### src/rtl/apb_pkg.sv
`default_nettype none
// +----------------------------------------------------------------------------+
// | apb_pkg : shared state encoding and default widths for apb_req_arbiter     |
// | Rev 1.0                                                                    |
// +----------------------------------------------------------------------------+
package apb_pkg;

  localparam int DEF_DATA_WIDTH = 16;
  localparam int DEF_ADDR_WIDTH = 4;
  localparam int DEF_NREQ       = 4;
  localparam int PSEL_WIDTH     = 2;
  localparam int ID_WIDTH       = 2;

  typedef enum logic [1:0] {
    ST_IDLE   = 2'd0,
    ST_ISSUE  = 2'd1,
    ST_WAIT   = 2'd2,
    ST_REJECT = 2'd3
  } arb_state_t;

endpackage
`default_nettype wire

### src/rtl/rr_arbiter.sv
`default_nettype none
// +----------------------------------------------------------------------------+
// | rr_arbiter : 4-way round-robin pick, search starts at last_grant+1         |
// | Rev 1.0                                                                    |
// +----------------------------------------------------------------------------+
module rr_arbiter
  import apb_pkg::*;
(
  input  logic [DEF_NREQ-1:0] req,
  input  logic [ID_WIDTH-1:0] last_grant,
  output logic [DEF_NREQ-1:0] grant,
  output logic                valid
);

  logic [ID_WIDTH-1:0] w_idx;

  // First requester found walking upward from last_grant+1 (wrapping) wins.
  always_comb begin
    grant = '0;
    valid = 1'b0;
    w_idx = '0;
    for (int k = 1; k <= DEF_NREQ; k++) begin
      w_idx = last_grant + ID_WIDTH'(k);
      if (!valid && req[w_idx]) begin
        grant[w_idx] = 1'b1;
        valid        = 1'b1;
      end
    end
  end

endmodule
`default_nettype wire

### src/rtl/apb_req_arbiter.sv
`default_nettype none
// +----------------------------------------------------------------------------+
// | apb_req_arbiter : round-robin front end sharing one APB master among 4 reqs|
// | Rev 1.0                                                                    |
// +----------------------------------------------------------------------------+
module apb_req_arbiter
  import apb_pkg::*;
#(
  parameter int DATA_WIDTH = DEF_DATA_WIDTH,
  parameter int ADDR_WIDTH = DEF_ADDR_WIDTH,
  parameter int NREQ       = DEF_NREQ
) (
  input  logic                         pclk,
  input  logic                         prst,
  input  logic [NREQ-1:0]              req_valid,
  input  logic [NREQ-1:0]              req_write,
  input  logic [PSEL_WIDTH*NREQ-1:0]   req_psel,
  input  logic [ADDR_WIDTH*NREQ-1:0]   req_addr,
  input  logic [DATA_WIDTH*NREQ-1:0]   req_wdata,
  output logic [NREQ-1:0]              req_ack,
  output logic [NREQ-1:0]              req_done,
  output logic                         req_err,
  output logic [DATA_WIDTH-1:0]        rdata,
  output logic                         t_valid,
  output logic                         pwrite_in,
  output logic [PSEL_WIDTH-1:0]        psel_in,
  output logic [ADDR_WIDTH-1:0]        paddr_in,
  output logic [DATA_WIDTH-1:0]        pwdata_in,
  input  logic                         m_ready,
  input  logic                         pready,
  input  logic [DATA_WIDTH-1:0]        prdata,
  output logic                         busy,
  output logic [ID_WIDTH-1:0]          grant_id
);

  arb_state_t              r_state;
  arb_state_t              w_next_state;
  logic [ID_WIDTH-1:0]     r_last_grant;
  logic [NREQ-1:0]         w_arb_grant;
  logic                    w_arb_valid;
  logic                    w_grant;
  logic                    w_complete;
  logic [NREQ-1:0]         w_owner_onehot;
  logic [ID_WIDTH-1:0]     w_win_idx;
  logic                    w_win_write;
  logic [PSEL_WIDTH-1:0]   w_win_psel;
  logic [ADDR_WIDTH-1:0]   w_win_addr;
  logic [DATA_WIDTH-1:0]   w_win_wdata;

  rr_arbiter u_rr_arbiter (
    .req        (req_valid),
    .last_grant (r_last_grant),
    .grant      (w_arb_grant),
    .valid      (w_arb_valid)
  );

  // Route the winning requester's command fields.
  always_comb begin
    w_win_idx   = '0;
    w_win_write = 1'b0;
    w_win_psel  = '0;
    w_win_addr  = '0;
    w_win_wdata = '0;
    for (int i = 0; i < NREQ; i++) begin
      if (w_arb_grant[i]) begin
        w_win_idx   = ID_WIDTH'(i);
        w_win_write = req_write[i];
        w_win_psel  = req_psel[PSEL_WIDTH*i +: PSEL_WIDTH];
        w_win_addr  = req_addr[ADDR_WIDTH*i +: ADDR_WIDTH];
        w_win_wdata = req_wdata[DATA_WIDTH*i +: DATA_WIDTH];
      end
    end
  end

  always_comb begin
    w_owner_onehot           = '0;
    w_owner_onehot[grant_id] = 1'b1;
  end

  assign w_grant    = (r_state == ST_IDLE) && w_arb_valid;
  assign w_complete = ((r_state == ST_ISSUE) && m_ready && pready) ||
                      ((r_state == ST_WAIT) && pready);
  assign busy       = (r_state != ST_IDLE);

  always_ff @(posedge pclk) begin
    if (prst) begin
      r_state <= ST_IDLE;
    end else begin
      r_state <= w_next_state;
    end
  end

  always_comb begin
    w_next_state = r_state;
    case (r_state)
      ST_IDLE: begin
        if (w_arb_valid) begin
          w_next_state = (w_win_psel == '0) ? ST_REJECT : ST_ISSUE;
        end
      end
      ST_ISSUE: begin
        if (m_ready) begin
          w_next_state = pready ? ST_IDLE : ST_WAIT;
        end
      end
      ST_WAIT: begin
        if (pready) begin
          w_next_state = ST_IDLE;
        end
      end
      ST_REJECT: w_next_state = ST_IDLE;
      default:   w_next_state = ST_IDLE;
    endcase
  end

  // Pulses default low every cycle; done is raised one cycle after completion.
  always_ff @(posedge pclk) begin
    if (prst) begin
      r_last_grant <= ID_WIDTH'(NREQ - 1);
      grant_id     <= '0;
      req_ack      <= '0;
      req_done     <= '0;
      req_err      <= 1'b0;
      rdata        <= '0;
      t_valid      <= 1'b0;
      pwrite_in    <= 1'b0;
      psel_in      <= '0;
      paddr_in     <= '0;
      pwdata_in    <= '0;
    end else begin
      req_ack  <= '0;
      req_done <= '0;
      req_err  <= 1'b0;
      t_valid  <= 1'b0;
      if (w_grant) begin
        grant_id     <= w_win_idx;
        r_last_grant <= w_win_idx;
        req_ack      <= w_arb_grant;
        pwrite_in    <= w_win_write;
        psel_in      <= w_win_psel;
        paddr_in     <= w_win_addr;
        pwdata_in    <= w_win_wdata;
        t_valid      <= (w_win_psel != '0);
      end
      if (w_complete) begin
        req_done <= w_owner_onehot;
        if (!pwrite_in) begin
          rdata <= prdata;
        end
      end
      if (r_state == ST_REJECT) begin
        req_done <= w_owner_onehot;
        req_err  <= 1'b1;
        rdata    <= '0;
      end
    end
  end

endmodule
`default_nettype wire

### config.mk
export PLATFORM = sky130hd
export DESIGN_NAME = apb_req_arbiter
export DESIGN_NICKNAME = d
export VERILOG_FILES = /design/src/rtl/apb_pkg.sv /design/src/rtl/rr_arbiter.sv /design/src/rtl/apb_req_arbiter.sv
export SDC_FILE = /design/constraint.sdc
export NUM_CORES = 1
export LEC_CHECK = 0
export ABC_AREA = 0
export CAP_MARGIN = 10
export CORE_ASPECT_RATIO = 1.75
export CORE_MARGIN = 10
export CORE_UTILIZATION = 35
export DETAILED_ROUTE_END_ITERATION = 8
export HOLD_SLACK_MARGIN = 0.1
export PLACE_DENSITY_LB_ADDON = 0.12
export SYNTH_ARGS = -nofsm -noshare
export SYNTH_HDL_FRONTEND = slang
export SYNTH_HIERARCHICAL = 1
export SYNTH_SLANG_ARGS = --single-unit
### constraint.sdc
create_clock -name pclk -period 2.71 [get_ports pclk]
set_input_delay 0.271 -clock pclk [delete_from_list [all_inputs] [get_ports pclk]]
set_output_delay 0.271 -clock pclk [all_outputs]
set_load 0.005 [all_outputs]
# --- Yosys cells after proc, flatten, opt, wreduce, memory -nomap -nowiden ---
# Index checks and enable logic that the tools add are counted.
word_totals:
  reg_bits: 55
  in_bits: 116
  word_cells: 114
op_classes:
  add_sub_neg: 3
  n_lt_le_gt_ge: 10
  eq_ne: 6
  muxes: 54
  bitwise_logic: 5
  reduce_logical: 24
ops:
  columns: ["operator", "count"]
  rows:
  - ["16-bit 2-to-1 mux", 4]
  - ["4-bit 2-to-1 mux", 10]
  - ["2-bit 2-to-1 mux", 11]
  - ["1-bit 2-to-1 mux", 19]
  - ["2-bit by 3-bit less-than comparator with 1-bit output, second input constant", 5]
  - ["1-bit logical AND", 12]
  - ["4-bit bitwise OR", 3]
  - ["1-bit demux with 2-bit select", 5]
  - ["2-bit by 1-bit >= comparator with 1-bit output, second input constant", 5]
  - ["1-bit binary-select mux with 2-bit select", 4]
  - ["2-bit one-hot mux with 4 select lines", 1]
  - ["2-bit != test, second input constant", 3]
  - ["2-bit adder, second input constant", 2]
  - ["2-bit == test, second input constant", 2]
  - ["2-bit logical NOT", 2]
  - ["2-bit nonzero test", 2]
  - ["2-bit OR reduction", 2]
  - ["1-bit logical NOT", 3]
  - ["3-bit AND reduction", 1]
  - ["2-bit by 1-bit adder with 2-bit output, second input constant", 1]
  - ["2-bit by 1-bit == test with 1-bit output, second input constant", 1]
  - ["1-bit NOT", 2]
  - ["2-bit AND reduction", 1]
  - ["1-bit logical OR", 1]

# --- Logic depth before layout (Yosys ltp) ---
logic_depth:
  word_depth: 21
  depth_mapped: 13

# --- Hierarchy ---
# Netlist, hierarchy kept.
modules_own_cells:
  columns: ["module", "n_inst", "cells_each", "area_per_inst_um2"]
  rows:
  - ["apb_req_arbiter", 1, 273, 2657.5]
  - ["rr_arbiter", 1, 48, 415.4]

# --- Least setup slack after synthesis ---
# No wires, ideal clock.
synth_timing:
  path_kind: "reg-to-reg"
  from: "register r_last_grant[0]"
  to: "register pwdata_in[4]"
  setup_time_ns: 0.081
  arrival_time_ns: 2.815
  required_time_ns: 2.629
  setup_slack_ns: -0.186
  path_stages_with_launch: 11
  path_buffers: 1
  synth_period_minus_slack_ns: 2.896
  cell_sequence: "dfxtp_1 > inv_1 > ha_1 > mux2_2 > nand4_1 > o21ai_0 > a221o_1 > nor4b_4 > buf_6 > a21oi_1 > a211oi_2"
synth_rtl:
  columns: ["item", "line_no", "source"]
  rows:
  - ["start, declared", "apb_req_arbiter.sv:38", "logic [ID_WIDTH-1:0] r_last_grant;"]
  - ["start signal, assigned", "apb_req_arbiter.sv:119", "r_last_grant <= ID_WIDTH'(NREQ - 1);"]
  - ["start signal, assigned", "apb_req_arbiter.sv:137", "r_last_grant <= w_win_idx;"]
  - ["branches (longest 12 deep; another with 2-bit by 3-bit less-than comparator with 1-bit output)", null, null]
  - ["4-bit 2-to-1 mux (*)", "rr_arbiter.sv:24", "if (!valid && req[w_idx]) begin"]
  - ["via w_arb_grant[1]", "apb_req_arbiter.sv:39", "logic [NREQ-1:0] w_arb_grant;"]
  - ["16-bit 2-to-1 mux (*) (3 in a row)", "apb_req_arbiter.sv:65", "if (w_arb_grant[i]) begin"]
  - ["end signal, assigned", "apb_req_arbiter.sv:142", "pwdata_in <= w_win_wdata;"]
  - ["end, declared", "apb_req_arbiter.sv:28", "output logic [DATA_WIDTH-1:0] pwdata_in,"]
# Mark *: on every way through the listed nets, which the timed path passes. The select of a mux whose other input is x is not followed.
# A chain may end at the register's enable or synchronous reset.

# --- Worst setup path after layout ---
layout_timing:
  from: "register r_last_grant[1]"
  to: "register paddr_in[2]"
layout_rtl:
  columns: ["item", "line_no", "source"]
  rows:
  - ["branches (longest 12 deep; another with 2-bit by 3-bit less-than comparator with 1-bit output)", null, null]
  - ["4-bit 2-to-1 mux (*)", "rr_arbiter.sv:24", null]
  - ["via w_arb_grant[1]", "apb_req_arbiter.sv:39", null]
  - ["4-bit 2-to-1 mux (*) (3 in a row)", "apb_req_arbiter.sv:65", null]
  - ["end signal, assigned", "apb_req_arbiter.sv:141", "paddr_in <= w_win_addr;"]
  - ["end, declared", "apb_req_arbiter.sv:27", "output logic [ADDR_WIDTH-1:0] paddr_in,"]
# Marks and branches as above.

==> impl_metrics.py <==
metrics = {
    "status": {
        "status": "finished with violations",
        "failed_checks": "setup timing",
    },
    "logic_synthesis": {
        "synthTopCellsByArea": "dfxtp_1 (36%), a211oi_2 (9.0%), a221o_1 (8.5%)",
        "yosys.area.top_type": "dfxtp_1",
        "ys_types": 46,
        "synth_edf_count": 0,
        "synth-seq-cells": 55,
        "synth_top_area_share_pct": 35.8,
        "netlist_area_sq_um": 3070,
        "syn_area_per_cell_sq_um": 9.57,
        "syn-num-nets": 445,
        "syn_inst": 321,
        "ys_seq_area_share_pct": 35.8,
        "yosysWarnings": 6,
        "async_reset_ff_share_pct": 0,
        "ys.flop_type": "dfxtp_1",
        "synth_common_cells": "dfxtp_1 (55), nor2_1 (48), a221o_1 (26)",
        "synthMostInstantiatedCell": "dfxtp_1",
    },
    "timing": {
        "finalSetupTns_ps": -1310,
        "tightest_slew_ps": 703,
        "period_minus_slack_ps": 2820,
        "setup_ws_ps": -108,
        "slew_headroom_pct": 53.0,
        "min_period_over_period_pct": 104,
        "rsz0062_at_grt": "yes",
        "drv_slew": 0,
        "fmax_mhz": 355,
        "finalHoldViolations": 0,
        "fin_skew_ps": 4.44,
        "setup_viol": 23,
    },
    "floorplan": {
        "floorplan.io_pins": 168,
        "die_area_sq_um": 13100,
        "die_width_um": 90.8,
        "die_h_um": 144,
        "core_region_area_sq_um": 8610,
        "num_rows": 45,
        "floorplan.initialDensity_pct": 35.7,
    },
    "critical_path": {
        "crit_start": "r_last_grant[1]$_SDFFE_PP1P_",
        "cp-end-kind": "flop",
        "crit_required_ps": 2920,
        "cp_slowest_stage_delay_ps": 350,
        "startpoint_type": "flop",
        "cpMostUsedCell": "buf_4",
        "reg2reg_slack_ps": -110,
        "crit_fanout": 6,
        "criticalPathCategory": "flop to flop",
        "critPathCapture": "paddr_in[2]$_SDFFE_PP0P_",
        "cpMaxStageDelayCell": "dfxtp_2",
        "reg2reg_to": "paddr_in[2]$_SDFFE_PP0P_",
        "r2r_start": "r_last_grant[1]$_SDFFE_PP1P_",
        "worstPathCellList": "inv_4 > ha_4 > mux2_2 > nand4_1 > o21ai_2 > buf_4 > a221o_1 > buf_6 > nor4b_4 > buf_4 > clkbuf_16 > a21oi_1 > a211oi_2",
        "reg2reg_depth": 13,
        "cp.arrival_ps": 3030,
    },
    "grt": {
        "grt_usage_pct": 16.7,
        "antenna_found_initial": 0,
        "grt.overflow.total": 0,
        "grt_pass1_wl_um": 17600,
        "grt_pass1_vias": 3217,
        "grt_max_degree": 24,
    },
    "final_layout": {
        "area.growth.synth_to_final_pct": 75.9,
        "stdcell_count": 632,
        "antenna-diode-count": 0,
        "layout.nets": 638,
        "drive_above_1_share_pct": 20.0,
    },
    "clock_tree": {
        "clk-insertion-delay-late_ps": 290,
        "clkSinkCount": 55,
        "clkTransAtPathRegs_ps": 70,
        "htreeDepth": 2,
        "cts-root-buf": "clkbuf_16",
        "clk_path_buf_depth": 2,
        "cts_tree": "yes",
        "postCtsHoldBufs": 0,
        "numCtsBuffers": 5,
    },
    "route": {
        "wl_per_cell_um": 18.6,
        "num_vias": 3176,
        "drt-total-wl_um": 11800,
        "antenna_left": 0,
        "via_per_inst": 5.03,
        "drt_iter0_markers": 93,
        "drtPass1Iterations": 4,
        "drc": 0,
    },
    "placement": {
        "dpl.hpwl_um": 9390,
        "gp_congestion": 0.852,
        "io_buffers": 167,
        "dp.cells": 617,
    },
    "job": {
        "cap_violations": 0,
    },
    "power": {
        "leakage_nw": 2.09,
        "power_w": 0.00655,
        "powerDensity_nw_per_um2": 1210,
        "ir_worst_vdd_uv": 937,
    },
    "hold_path": {
        "hold_class": "input port to flop",
    },
}
where the power goes:
part / internal, W / switching [W]
logic: 0.00248 / 0.00207
registers: 0.00107 / 0.000168
clock network: 0.000446 / 0.000311
total: 0.00400 / 0.00255
per-layer routing:
metal	vias up	share of wire (%)	track usage [%]
met5	-	0	0
met4	0	2.2	5.72
met3	14	4.5	3.50
met2	98	55	31.8
met1	1489	38	17.7
li1	1575	-	-
kinds of logic (layout without fill, tap and decap cells):
group                    count (synthesis)  count (layout)  synth area share [%]
multiplexers                            28              28                  9.73
adder cells (fa/ha/maj)                  8               8                  3.26
flip-flops                              55              55                  35.8
buffers and inverters                   35             229                  7.00
AND/OR/NAND/NOR                         88              88                  15.7
AO/OA/AOI/OAI                          107             107                  28.5
final cells by class:
| type | instances | area, sq um |
|---|---|---|
| sequential | 55 | 1100 |
| inverter | 9 | 36.3 |
| timing repair buffer | 212 | 2120 |
| multi-input combinational | 231 | 1820 |
| fill | 772 | 3210 |
| tap | 117 | 146 |
| clock inverter | 3 | 50.0 |
| clock buffer | 5 | 125 |
worst min-delay path by stage:
| stage | to | cells past startpoint | start |
|---|---|---|---|
| floorplan | rdata[10]$_SDFFE_PP0P_ | 2 | prdata[10] |
| global placement | rdata[10]$_SDFFE_PP0P_ | 2 | rdata[10]$_SDFFE_PP0P_ |
| detailed placement | rdata[4]$_SDFFE_PP0P_ | 2 | rdata[4]$_SDFFE_PP0P_ |
| CTS | psel_in[1]$_SDFFE_PP0P_ | 2 | prst |
| global route | psel_in[1]$_SDFFE_PP0P_ | 2 | prst |
| finish | psel_in[1]$_SDFFE_PP0P_ | 2 | prst |
metrics by stage:
stage	hold WS [ps]	area, sq um	setup slack [ps]	util [%]
detailed placement	482	5080	-273	59.0
global placement	470	5080	-171	59.0
floorplan	418	3090	8.46	-
global route	352	5400	-172	62.7
CTS	353	5270	-30.2	61.2
finish	346	5400	-108	62.7
critical path, delay by kind of cell (launching register included):
family / cells / cell delay [ps]
AO/OA/AOI/OAI: 4 / 740
buffers and inverters: 5 / 680
flip-flops: 1 / 350
multiplexers: 1 / 340
AND/OR/NAND/NOR: 2 / 320
adder cells (fa/ha/maj): 1 / 290
timing repair:
action / CTS / global route
hold endpoints to repair: 0 / 0
gates resized for setup: 3 / 18
pin swaps: 0 / 3
buffers inserted: 0 / 5
setup endpoints to repair: 24 / 27
cloned: 0 / 2
cell usage in the layout, fill, tap and decap left out, drive strengths merged, types with 3 or more instances in the layout:
cell type      instances
clkdlybuf4s50        166
dfxtp                 55
nor2                  48
buf                   44
a221o                 26
mux2i                 25
a21oi                 25
a211oi                24
o21ai                 23
inv                   11
nand2                  8
ha                     8
clkbuf                 7
nor3                   7
nand2b                 6
nand3b                 4
and2                   3
sequential cells by signal (all words and copies together), names as in the netlist:
register / cells
req_ack: 4
grant_id: 2
pwdata_in: 16
req_done: 4
paddr_in: 4
r_state: 2
rdata: 16
pwrite_in: 1
req_err: 1
r_last_grant: 2
t_valid: 1
psel_in: 2
No activity file was read; power rests on OpenSTA's default activity.
